## src/rtl/bzled_seq_ctrl.sv

```systemverilog
// Duty/frequency sequencer between the FlexBus register file and the buzzer/RGB PWM block.
// Pass-through of host values, or autonomous breathe / colour-cycle ramps plus a timed beep gate.
module bzled_seq_ctrl #(
    parameter logic [31:0] PUTY_STEP  = 32'd100,
    parameter int unsigned HOLD_TICKS = 8,
    parameter int unsigned BEEP_TICKS = 16
) (
    input  logic        CLK,
    input  logic        RST,
    input  logic        EN,
    input  logic [1:0]  MODE,
    input  logic [31:0] STEP_DIV,
    input  logic [31:0] PUTY_MAX,
    input  logic [31:0] HOST_LED_FREQ,
    input  logic [31:0] HOST_BZ_FREQ,
    input  logic [31:0] HOST_LEDR_Puty,
    input  logic [31:0] HOST_LEDG_Puty,
    input  logic [31:0] HOST_LEDB_Puty,
    input  logic        BEEP_REQ,
    output logic [31:0] LED_FREQ_Set,
    output logic [31:0] BZ_FREQ_Set,
    output logic [31:0] LEDR_Puty_Set,
    output logic [31:0] LEDG_Puty_Set,
    output logic [31:0] LEDB_Puty_Set,
    output logic [2:0]  SEQ_STATE,
    output logic [1:0]  COLOR
);

    typedef enum logic [2:0] {
        StIdle   = 3'd0,
        StUp     = 3'd1,
        StHoldHi = 3'd2,
        StDown   = 3'd3,
        StHoldLo = 3'd4
    } state_e;

    state_e      state_q, state_d;
    logic [31:0] duty_q, duty_d;
    logic [1:0]  color_q, color_d;
    logic [31:0] hold_q, hold_d;
    logic [31:0] presc_q, presc_d;
    logic [31:0] beep_q, beep_d;
    logic [1:0]  mode_prev_q;

    logic [31:0] led_freq_q, bz_freq_q, bz_freq_d;
    logic [31:0] ledr_q, ledg_q, ledb_q;
    logic [31:0] ledr_d, ledg_d, ledb_d;
    logic [2:0]  seq_state_q;
    logic [1:0]  color_out_q;

    logic        mode_seq;
    logic        run;
    logic        restart;
    logic        tick;
    logic [31:0] div_m1;
    logic [32:0] up_sum;
    logic        hold_done;

    assign mode_seq  = (MODE == 2'd1) || (MODE == 2'd2);
    assign run       = EN && mode_seq;
    assign restart   = !run || (MODE != mode_prev_q);

    assign div_m1    = (STEP_DIV == 32'd0) ? 32'd0 : STEP_DIV - 32'd1;
    // >= rather than == so a shrinking STEP_DIV never strands the count above the limit
    assign tick      = (presc_q >= div_m1);

    assign up_sum    = {1'b0, duty_q} + {1'b0, PUTY_STEP};
    assign hold_done = ((hold_q + 32'd1) >= HOLD_TICKS);

    always_comb begin
        presc_d = presc_q + 32'd1;
        if (restart || tick) begin
            presc_d = 32'd0;
        end
    end

    always_comb begin
        state_d = state_q;
        duty_d  = duty_q;
        color_d = color_q;
        hold_d  = hold_q;
        if (restart) begin
            state_d = StIdle;
            duty_d  = 32'd0;
            color_d = 2'd0;
            hold_d  = 32'd0;
        end else begin
            case (state_q)
                StIdle: begin
                    state_d = StUp;
                    duty_d  = 32'd0;
                    hold_d  = 32'd0;
                end
                StUp: begin
                    if (tick) begin
                        // Covers both normal saturation and a ceiling lowered below the duty
                        if ({1'b0, PUTY_MAX} <= up_sum) begin
                            duty_d  = PUTY_MAX;
                            state_d = StHoldHi;
                        end else begin
                            duty_d = up_sum[31:0];
                        end
                        hold_d = 32'd0;
                    end
                end
                StHoldHi: begin
                    if (tick) begin
                        if (hold_done) begin
                            state_d = StDown;
                            hold_d  = 32'd0;
                        end else begin
                            hold_d = hold_q + 32'd1;
                        end
                    end
                end
                StDown: begin
                    if (tick) begin
                        if (duty_q <= PUTY_STEP) begin
                            duty_d  = 32'd0;
                            state_d = StHoldLo;
                        end else begin
                            duty_d = duty_q - PUTY_STEP;
                        end
                        hold_d = 32'd0;
                    end
                end
                StHoldLo: begin
                    if (tick) begin
                        if (hold_done) begin
                            state_d = StUp;
                            hold_d  = 32'd0;
                            if (MODE == 2'd2) begin
                                color_d = (color_q == 2'd2) ? 2'd0 : color_q + 2'd1;
                            end
                        end else begin
                            hold_d = hold_q + 32'd1;
                        end
                    end
                end
                default: begin
                    state_d = StIdle;
                    duty_d  = 32'd0;
                    hold_d  = 32'd0;
                end
            endcase
        end
    end

    // Beep gate: EN low clears, a request (re)loads and beats a same-cycle decrement
    always_comb begin
        beep_d = beep_q;
        if (!EN) begin
            beep_d = 32'd0;
        end else if (BEEP_REQ) begin
            beep_d = BEEP_TICKS;
        end else if (tick && (beep_q != 32'd0)) begin
            beep_d = beep_q - 32'd1;
        end
    end

    always_comb begin
        ledr_d = HOST_LEDR_Puty;
        ledg_d = HOST_LEDG_Puty;
        ledb_d = HOST_LEDB_Puty;
        if (run) begin
            if (MODE == 2'd1) begin
                ledr_d = duty_q;
                ledg_d = duty_q;
                ledb_d = duty_q;
            end else begin
                ledr_d = 32'd0;
                ledg_d = 32'd0;
                ledb_d = 32'd0;
                case (color_q)
                    2'd0:    ledr_d = duty_q;
                    2'd1:    ledg_d = duty_q;
                    default: ledb_d = duty_q;
                endcase
            end
        end
    end

    always_comb begin
        bz_freq_d = HOST_BZ_FREQ;
        if (mode_seq && (beep_q == 32'd0)) begin
            bz_freq_d = 32'd0;
        end
    end

    always_ff @(posedge CLK) begin
        if (RST) begin
            state_q     <= StIdle;
            duty_q      <= 32'd0;
            color_q     <= 2'd0;
            hold_q      <= 32'd0;
            presc_q     <= 32'd0;
            beep_q      <= 32'd0;
            mode_prev_q <= 2'd0;
            led_freq_q  <= 32'd0;
            bz_freq_q   <= 32'd0;
            ledr_q      <= 32'd0;
            ledg_q      <= 32'd0;
            ledb_q      <= 32'd0;
            seq_state_q <= 3'd0;
            color_out_q <= 2'd0;
        end else begin
            state_q     <= state_d;
            duty_q      <= duty_d;
            color_q     <= color_d;
            hold_q      <= hold_d;
            presc_q     <= presc_d;
            beep_q      <= beep_d;
            mode_prev_q <= MODE;
            led_freq_q  <= HOST_LED_FREQ;
            bz_freq_q   <= bz_freq_d;
            ledr_q      <= ledr_d;
            ledg_q      <= ledg_d;
            ledb_q      <= ledb_d;
            seq_state_q <= state_q;
            color_out_q <= color_q;
        end
    end

    assign LED_FREQ_Set  = led_freq_q;
    assign BZ_FREQ_Set   = bz_freq_q;
    assign LEDR_Puty_Set = ledr_q;
    assign LEDG_Puty_Set = ledg_q;
    assign LEDB_Puty_Set = ledb_q;
    assign SEQ_STATE     = seq_state_q;
    assign COLOR         = color_out_q;

endmodule

```

## config.mk

```make
export PLATFORM = sky130hd
export DESIGN_NAME = bzled_seq_ctrl
export DESIGN_NICKNAME = d
export VERILOG_FILES = /design/src/rtl/bzled_seq_ctrl.sv
export SDC_FILE = /design/constraint.sdc
export NUM_CORES = 1
export LEC_CHECK = 0
export BUFFER_PORTS_ARGS = -buffer_cell sky130_fd_sc_hd__buf_4
export CORE_MARGIN = 2
export CORE_UTILIZATION = 58
export DETAILED_ROUTE_END_ITERATION = 8
export PLACE_DENSITY = 0.86
export SYNTH_ARGS = -nofsm -noshare
export SYNTH_HDL_FRONTEND = slang
export SYNTH_SLANG_ARGS = --single-unit
```

## constraint.sdc

```tcl
create_clock -name CLK -period 9.4 [get_ports CLK]
set_input_delay 0.94 -clock CLK [delete_from_list [all_inputs] [get_ports CLK]]
set_output_delay 0.94 -clock CLK [all_outputs]
set_load 0.01 [all_outputs]
```

## Word level (Yosys, flattened, before mapping)

Cells that the tools add are included.

- Add/sub/neg operators: 7
- Order comparisons: 4
- Equality and inequality tests: 19
- Mux-type cells: 31
- Bitwise logic cells: 2
- Reductions and logical operators: 25

Operator list:

| operator | count |
|---|---|
| $mux 32 | 17 |
| $pmux 32 s3 | 1 |
| $add 32x1->32 const B | 2 |
| $logic_not 32->1 | 2 |
| $pmux 32 s2 | 1 |
| $sub 32x1->32 const B | 2 |
| $add 32x7->33 const B | 1 |
| $le 32x33->1 | 1 |
| $ge 32x32->1 | 1 |
| $ge 32x4->1 const B | 1 |
| $le 32x7->1 const B | 1 |
| $reduce_bool 32->1 | 1 |
| $sub 32x7->32 const B | 1 |
| $mux 3 | 8 |
| $ne 2x2->1 const B | 8 |
| $pmux 3 s5 | 1 |
| $reduce_or 2->1 | 7 |
| $mux 5 | 2 |
| $reduce_and 8->1 | 1 |
| $eq 3x2->1 const B | 2 |
| $eq 2x1->1 const B | 2 |
| $eq 2x2->1 const B | 2 |
| $ne 2x1->1 const B | 2 |
| $reduce_and 4->1 | 1 |
| 15 further kinds | 20 |

- Flip-flop bits (word level): 300
- Output and inout bits: 165
- Word-level logic and storage cells: 103

## Depth between registers and ports, before layout

- Depth after elaboration: 7
- Depth in mapped cells: 21

## Worst setup path before layout

OpenSTA, ideal clock, no wires.

- Path kind: input-to-reg
- From: input STEP_DIV[23]
- To: register duty_q[26]
- Library setup time: 79 ps
- Data arrival time: 5,088 ps
- Required time: 9,321 ps
- Setup slack: 4,233 ps
- Cell stages on the path: 20
- Cell sequence: or4_4 > nor4_2 > nand2b_1 > or4_1 > or3_1 > clkbuf_1 > buf_2 > nand2_1 > ha_1 > a211o_1 > a31oi_1 > nor4_1 > o31a_1 > buf_2 > or2_1 > buf_2 > o22ai_2 > clkbuf_1 > o21ai_0 > o211ai_1

- Word-level cells in the longest chain between the ends: 5

Ends and longest elaborated chain:

| element | RTL line | text |
|---|---|---|
| start: declaration | 12 | `input logic [31:0] STEP_DIV,` |
| $sub 32x1->32 or $logic_not 32->1 (tied branches) | 63 | `assign div_m1 = (STEP_DIV == 32'd0) ? 32'd0 : STEP_DIV - 32'd1;` |
| $mux 32 (*) | 63 |  |
| $ge 32x32->1 (*) | 65 | `assign tick = (presc_q >= div_m1);` |
| $ne 2x2->1 (no source line) | n/a |  |
| $reduce_and 3->1 (no source line) (*) | n/a |  |
| end signal: assignment | 208 | `duty_q <= duty_d;` |
| end: declaration | 38 | `logic [31:0] duty_q, duty_d;` |

Every way passes the cells marked *; elsewhere a longest branch is shown, timed or not.
A chain may end at the register's enable or synchronous reset.

## Final worst setup path

- From: register duty_q[5]
- To: register duty_q[20]

- Word-level cells in the longest chain between the ends: 5

Ends and longest elaborated chain:

| element | RTL line | text |
|---|---|---|
| $add 32x7->33 | 67 | `assign up_sum = {1'b0, duty_q} + {1'b0, PUTY_STEP};` |
| $le 32x33->1 | 97 | `if ({1'b0, PUTY_MAX} <= up_sum) begin` |
| $mux 32 | 97 |  |
| $mux 32 | 95 | `if (tick) begin` |
| $pmux 32 s3 (*) | 88 | `case (state_q)` |

Every way passes the cells marked *; elsewhere a longest branch is shown, timed or not. The select of a mux whose other input is x is not followed.

==> flow_metrics.py <==
metrics = {
    "timing": {
        "final_max_slew_viol_count": 0,
        "clock.fmax_ghz": 0.162,
        "worst-slew-pin-transition_ns": 1.19,
        "timing.max_slew.rel_slack": 0.208,
        "setup_repair_after_global_routing_missed_its_margin": "no",
        "setup_viol_count_final": 0,
        "timing.clock.skew_ns": 0.0112,
        "hold_viol": 0,
        "final_period_minus_worst_setup_slack_ns": 6.16,
        "fin_setup_tns_ns": 0,
        "timing.final.ws_setup_ns": 3.24,
        "post-route-period-util": 0.655,
    },
    "route": {
        "m1WireLength_mm": 17.0,
        "remaining_drc_errors": 0,
        "detail-route-antenna-nets": 0,
        "detail_route.first_pass.iterations": 8,
        "route.detailed.wl_per_inst_um": 18.3,
        "dr.first_iter.drc_count": 1534,
        "via_count": 14200,
        "met2RoutedLength_mm": 21.5,
        "route.top_layer_used": "met4",
        "detail_route.wirelength_mm": 44.3,
        "vias_per_cell": 5.89,
        "met3RoutedLength_mm": 4.02,
    },
    "min_path": {
        "min_to": "presc_q[0]$_SDFF_PP0_",
        "min_from": "presc_q[0]$_SDFF_PP0_",
        "holdPathStages": 1,
        "timing.hold.worst.class": "reg -> reg",
    },
    "floorplanning": {
        "dieArea_um2": 27100,
        "die_h_um": 165,
        "initial_utilization": 0.592,
        "coreArea_um2": 25300,
        "die_x_um": 165,
        "std_cell_rows": 58,
        "io_pins": 395,
    },
    "yosys": {
        "ys.flop_type": "sky130_fd_sc_hd__dfxtp_1",
        "commonest_cells_post_synth": "300 x sky130_fd_sc_hd__dfxtp_1, 231 x sky130_fd_sc_hd__nor2_1, 116 x sky130_fd_sc_hd__nand2_1",
        "ys.warnings.count": 0,
        "synthesis.instances": 1734,
        "post-synth-top-count-cell": "sky130_fd_sc_hd__dfxtp_1",
        "synth.ff_latch_count": 300,
        "synth.yosys.seq_area_share": 0.401,
        "post_synthesis_cell_area_um2": 15000,
        "synth_top_area_cell": "sky130_fd_sc_hd__dfxtp_1",
        "synth_enable_flop_cells": 0,
        "syn-mean-instance-area_um2": 8.63,
        "synth_nets": 2039,
        "synthArstFlopShare": 0,
        "yosysUniqueCellTypes": 83,
        "synth_top_cell_area_share": 0.401,
        "synth_top_cells_by_area": "sky130_fd_sc_hd__dfxtp_1 40%, sky130_fd_sc_hd__ha_1 6.3%, sky130_fd_sc_hd__nor2_1 5.8%, sky130_fd_sc_hd__a22oi_1 5.1%, sky130_fd_sc_hd__xnor2_1 3.8%",
    },
    "pwr": {
        "p_per_area_nw_per_um2": 151,
        "power_leakage_uw": 0.00808,
        "power.ir.vdd_worst_uv": 146,
    },
    "critical_path": {
        "timing.reg2reg.worst_path_depth": 16,
        "setup.worst_path.class": "reg -> reg",
        "crit_path_end_kind": "register",
        "critical_path_arrival_ns": 6.64,
        "reg2reg_setup_slack_ns": 3.24,
        "worst-path-max-fanout": 20,
        "cp-start-kind": "register",
        "r2r_start": "duty_q[5]$_SDFFE_PP0P_",
        "rr_endpoint": "duty_q[20]$_SDFFE_PP0P_",
        "cp_data_required_time_ns": 9.88,
    },
    "cts": {
        "tritoncts.num_buffers": 31,
        "cts-root-to-sink-buffers": 3,
        "cts.sinks": 300,
        "tritoncts": "built",
        "clock_pin_slew_of_the_registers_on_the_worst_case_setup_and_hold_paths_ns": 0.07,
        "post-cts-setup-buffer-count": 0,
        "postCtsResizedCells": 0,
        "count_of_hold_buffers_inserted_by_post_cts_repair": 0,
        "cts-htree-levels": 1,
        "cts-root-buf": "sky130_fd_sc_hd__clkbuf_16",
        "worstSkewPairLatency_ns": 0.56,
    },
    "global_route": {
        "grt_first_pass_wirelength_mm": 67.7,
        "initial_antenna_violation_count": 0,
        "largest_net_degree_at_the_start_of_global_routing": 102,
        "overflow": 0,
        "grtUsageTotal": 0.308,
        "first_global_vias": 13700,
    },
    "finish": {
        "post-route-util": 0.751,
        "syn2layout_area_growth_pct": 26.9,
        "post-route-cell-area_um2": 19000,
        "final_cell_count_no_fill": 2418,
        "final_nets": 2368,
        "share_of_final_layout_standard_cells_stronger_than_drive_strength_1": 0.248,
    },
    "placement": {
        "dp.cells": 2360,
        "globalplace.congestion": 0.930,
        "dp.final_hpwl_mm": 32.0,
        "pre_cts_ws_ns": 2.95,
        "portBuffers": 394,
        "dpl_cell_area_um2": 18000,
    },
    "run": {
        "drv.max_cap_violation_count": 0,
    },
    "run_status": {
        "run_status": "completed",
    },
}
==> per-stage QoR <==
stage | total power, uW | hold WS (ns)
detailed placement | 1670 | 0.451
finish | 2860 | 0.467
global placement | 1660 | 0.442
CTS | 2870 | 0.468
global route | 2950 | 0.479
floorplan | 1490 | 0.425
==> cells by family (layout without fill, tap and decap cells) <==
| kind of cell | Yosys count | count (layout) | synth area share |
|---|---|---|---|
| multiplexers | 30 | 30 | 0.0217 |
| XOR/XNOR | 127 | 127 | 0.0743 |
| adder cells (fa/ha/maj) | 75 | 75 | 0.0627 |
| AND/OR/NAND/NOR | 740 | 740 | 0.254 |
| AO/OA/AOI/OAI | 299 | 299 | 0.142 |
| buffers and inverters | 163 | 516 | 0.0447 |
| flip-flops | 300 | 300 | 0.401 |
| other | 0 | 1 | 0 |
==> power by group <==
group	internal [uW]	leakage, uW	switching, uW
clock	698	0.000501	518
combinational	169	0.00513	151
sequential	1310	0.00245	12.5
total	2180	0.00808	681
==> how the worst max path moves through the flow <==
stage | cells past startpoint | slack, ns | to | start
6_report | 16 | 3.24 | duty_q[20]$_SDFFE_PP0P_ | duty_q[5]$_SDFFE_PP0P_
5_1_grt | 15 | 2.95 | presc_q[29]$_SDFF_PP0_ | STEP_DIV[23]
4_1_cts | 15 | 3.38 | presc_q[29]$_SDFF_PP0_ | STEP_DIV[23]
3_5_place_dp | 15 | 2.95 | presc_q[29]$_SDFF_PP0_ | STEP_DIV[23]
3_3_place_gp | 15 | 3.13 | presc_q[31]$_SDFF_PP0_ | STEP_DIV[23]
2_1_floorplan | 20 | 4.23 | duty_q[26]$_SDFFE_PP0P_ | STEP_DIV[23]
==> worst max-delay path, cell delays in order (launching register included) <==
cell and delay [ns]:
sky130_fd_sc_hd__dfxtp_1 0.80, sky130_fd_sc_hd__a311oi_1 0.24, sky130_fd_sc_hd__nor4_1 0.86, sky130_fd_sc_hd__and2_1 0.36, sky130_fd_sc_hd__and3_1 0.27, sky130_fd_sc_hd__nand3_1 0.13
sky130_fd_sc_hd__xnor2_1 0.19, sky130_fd_sc_hd__ha_1 0.33, sky130_fd_sc_hd__and4_1 0.22, sky130_fd_sc_hd__nand4_1 0.23, sky130_fd_sc_hd__nor4_1 0.52, sky130_fd_sc_hd__a211o_1 0.23
sky130_fd_sc_hd__o21ai_2 0.10, sky130_fd_sc_hd__nor2_2 0.57, sky130_fd_sc_hd__buf_4 0.45, sky130_fd_sc_hd__mux2_2 0.39, sky130_fd_sc_hd__o211ai_1 0.18
==> placed cells by master (no fill, tap or decap), types with 24 or more instances in the layout <==
| master | Yosys | routed |
|---|---|---|
| sky130_fd_sc_hd__xor2_1 | 62 | 62 |
| sky130_fd_sc_hd__buf_4 | 4 | 405 |
| sky130_fd_sc_hd__dfxtp_1 | 300 | 300 |
| sky130_fd_sc_hd__clkbuf_16 | 0 | 31 |
| sky130_fd_sc_hd__a21oi_1 | 44 | 44 |
| sky130_fd_sc_hd__nor4_1 | 36 | 36 |
| sky130_fd_sc_hd__nand2_1 | 116 | 116 |
| sky130_fd_sc_hd__xnor2_1 | 65 | 65 |
| sky130_fd_sc_hd__nand3_1 | 54 | 54 |
| sky130_fd_sc_hd__or3_1 | 24 | 24 |
| sky130_fd_sc_hd__nor2b_1 | 37 | 37 |
| sky130_fd_sc_hd__ha_1 | 75 | 75 |
| sky130_fd_sc_hd__nand4_1 | 24 | 24 |
| sky130_fd_sc_hd__a22oi_1 | 101 | 101 |
| sky130_fd_sc_hd__and2_1 | 71 | 71 |
| sky130_fd_sc_hd__nor2_1 | 231 | 228 |
| sky130_fd_sc_hd__o21ai_0 | 42 | 42 |
| sky130_fd_sc_hd__inv_1 | 54 | 54 |
| sky130_fd_sc_hd__nor3_1 | 44 | 44 |
==> registers in the layout (all words and copies together), names as in the netlist <==
register and flops:
LEDG_Puty_Set 32, color_q 2, LEDB_Puty_Set 32, presc_q 32
LEDR_Puty_Set 32, SEQ_STATE 3, LED_FREQ_Set 32, state_q 3
COLOR 2, hold_q 32, beep_q 32, BZ_FREQ_Set 32
mode_prev_q 2, duty_q 32
==> routing by layer <==
| layer | GRT usage | up-vias |
|---|---|---|
| li1 | - | 6782 |
| met1 | 0.371 | 6626 |
| met2 | 0.536 | 697 |
| met3 | 0.0650 | 141 |
| met4 | 0.124 | 0 |
| met5 | 0 | - |
==> cell type report <==
cell class	instances	area, um2
multi-input cells	1271	8310
fillers	1849	6280
flip-flops and latches	300	6010
repair buffers	405	3040
clock buffers	39	856
well taps	330	413
inverters	54	203
clock inverters	18	151
diodes	1	2.50
Power figures use the tool's default switching activity.
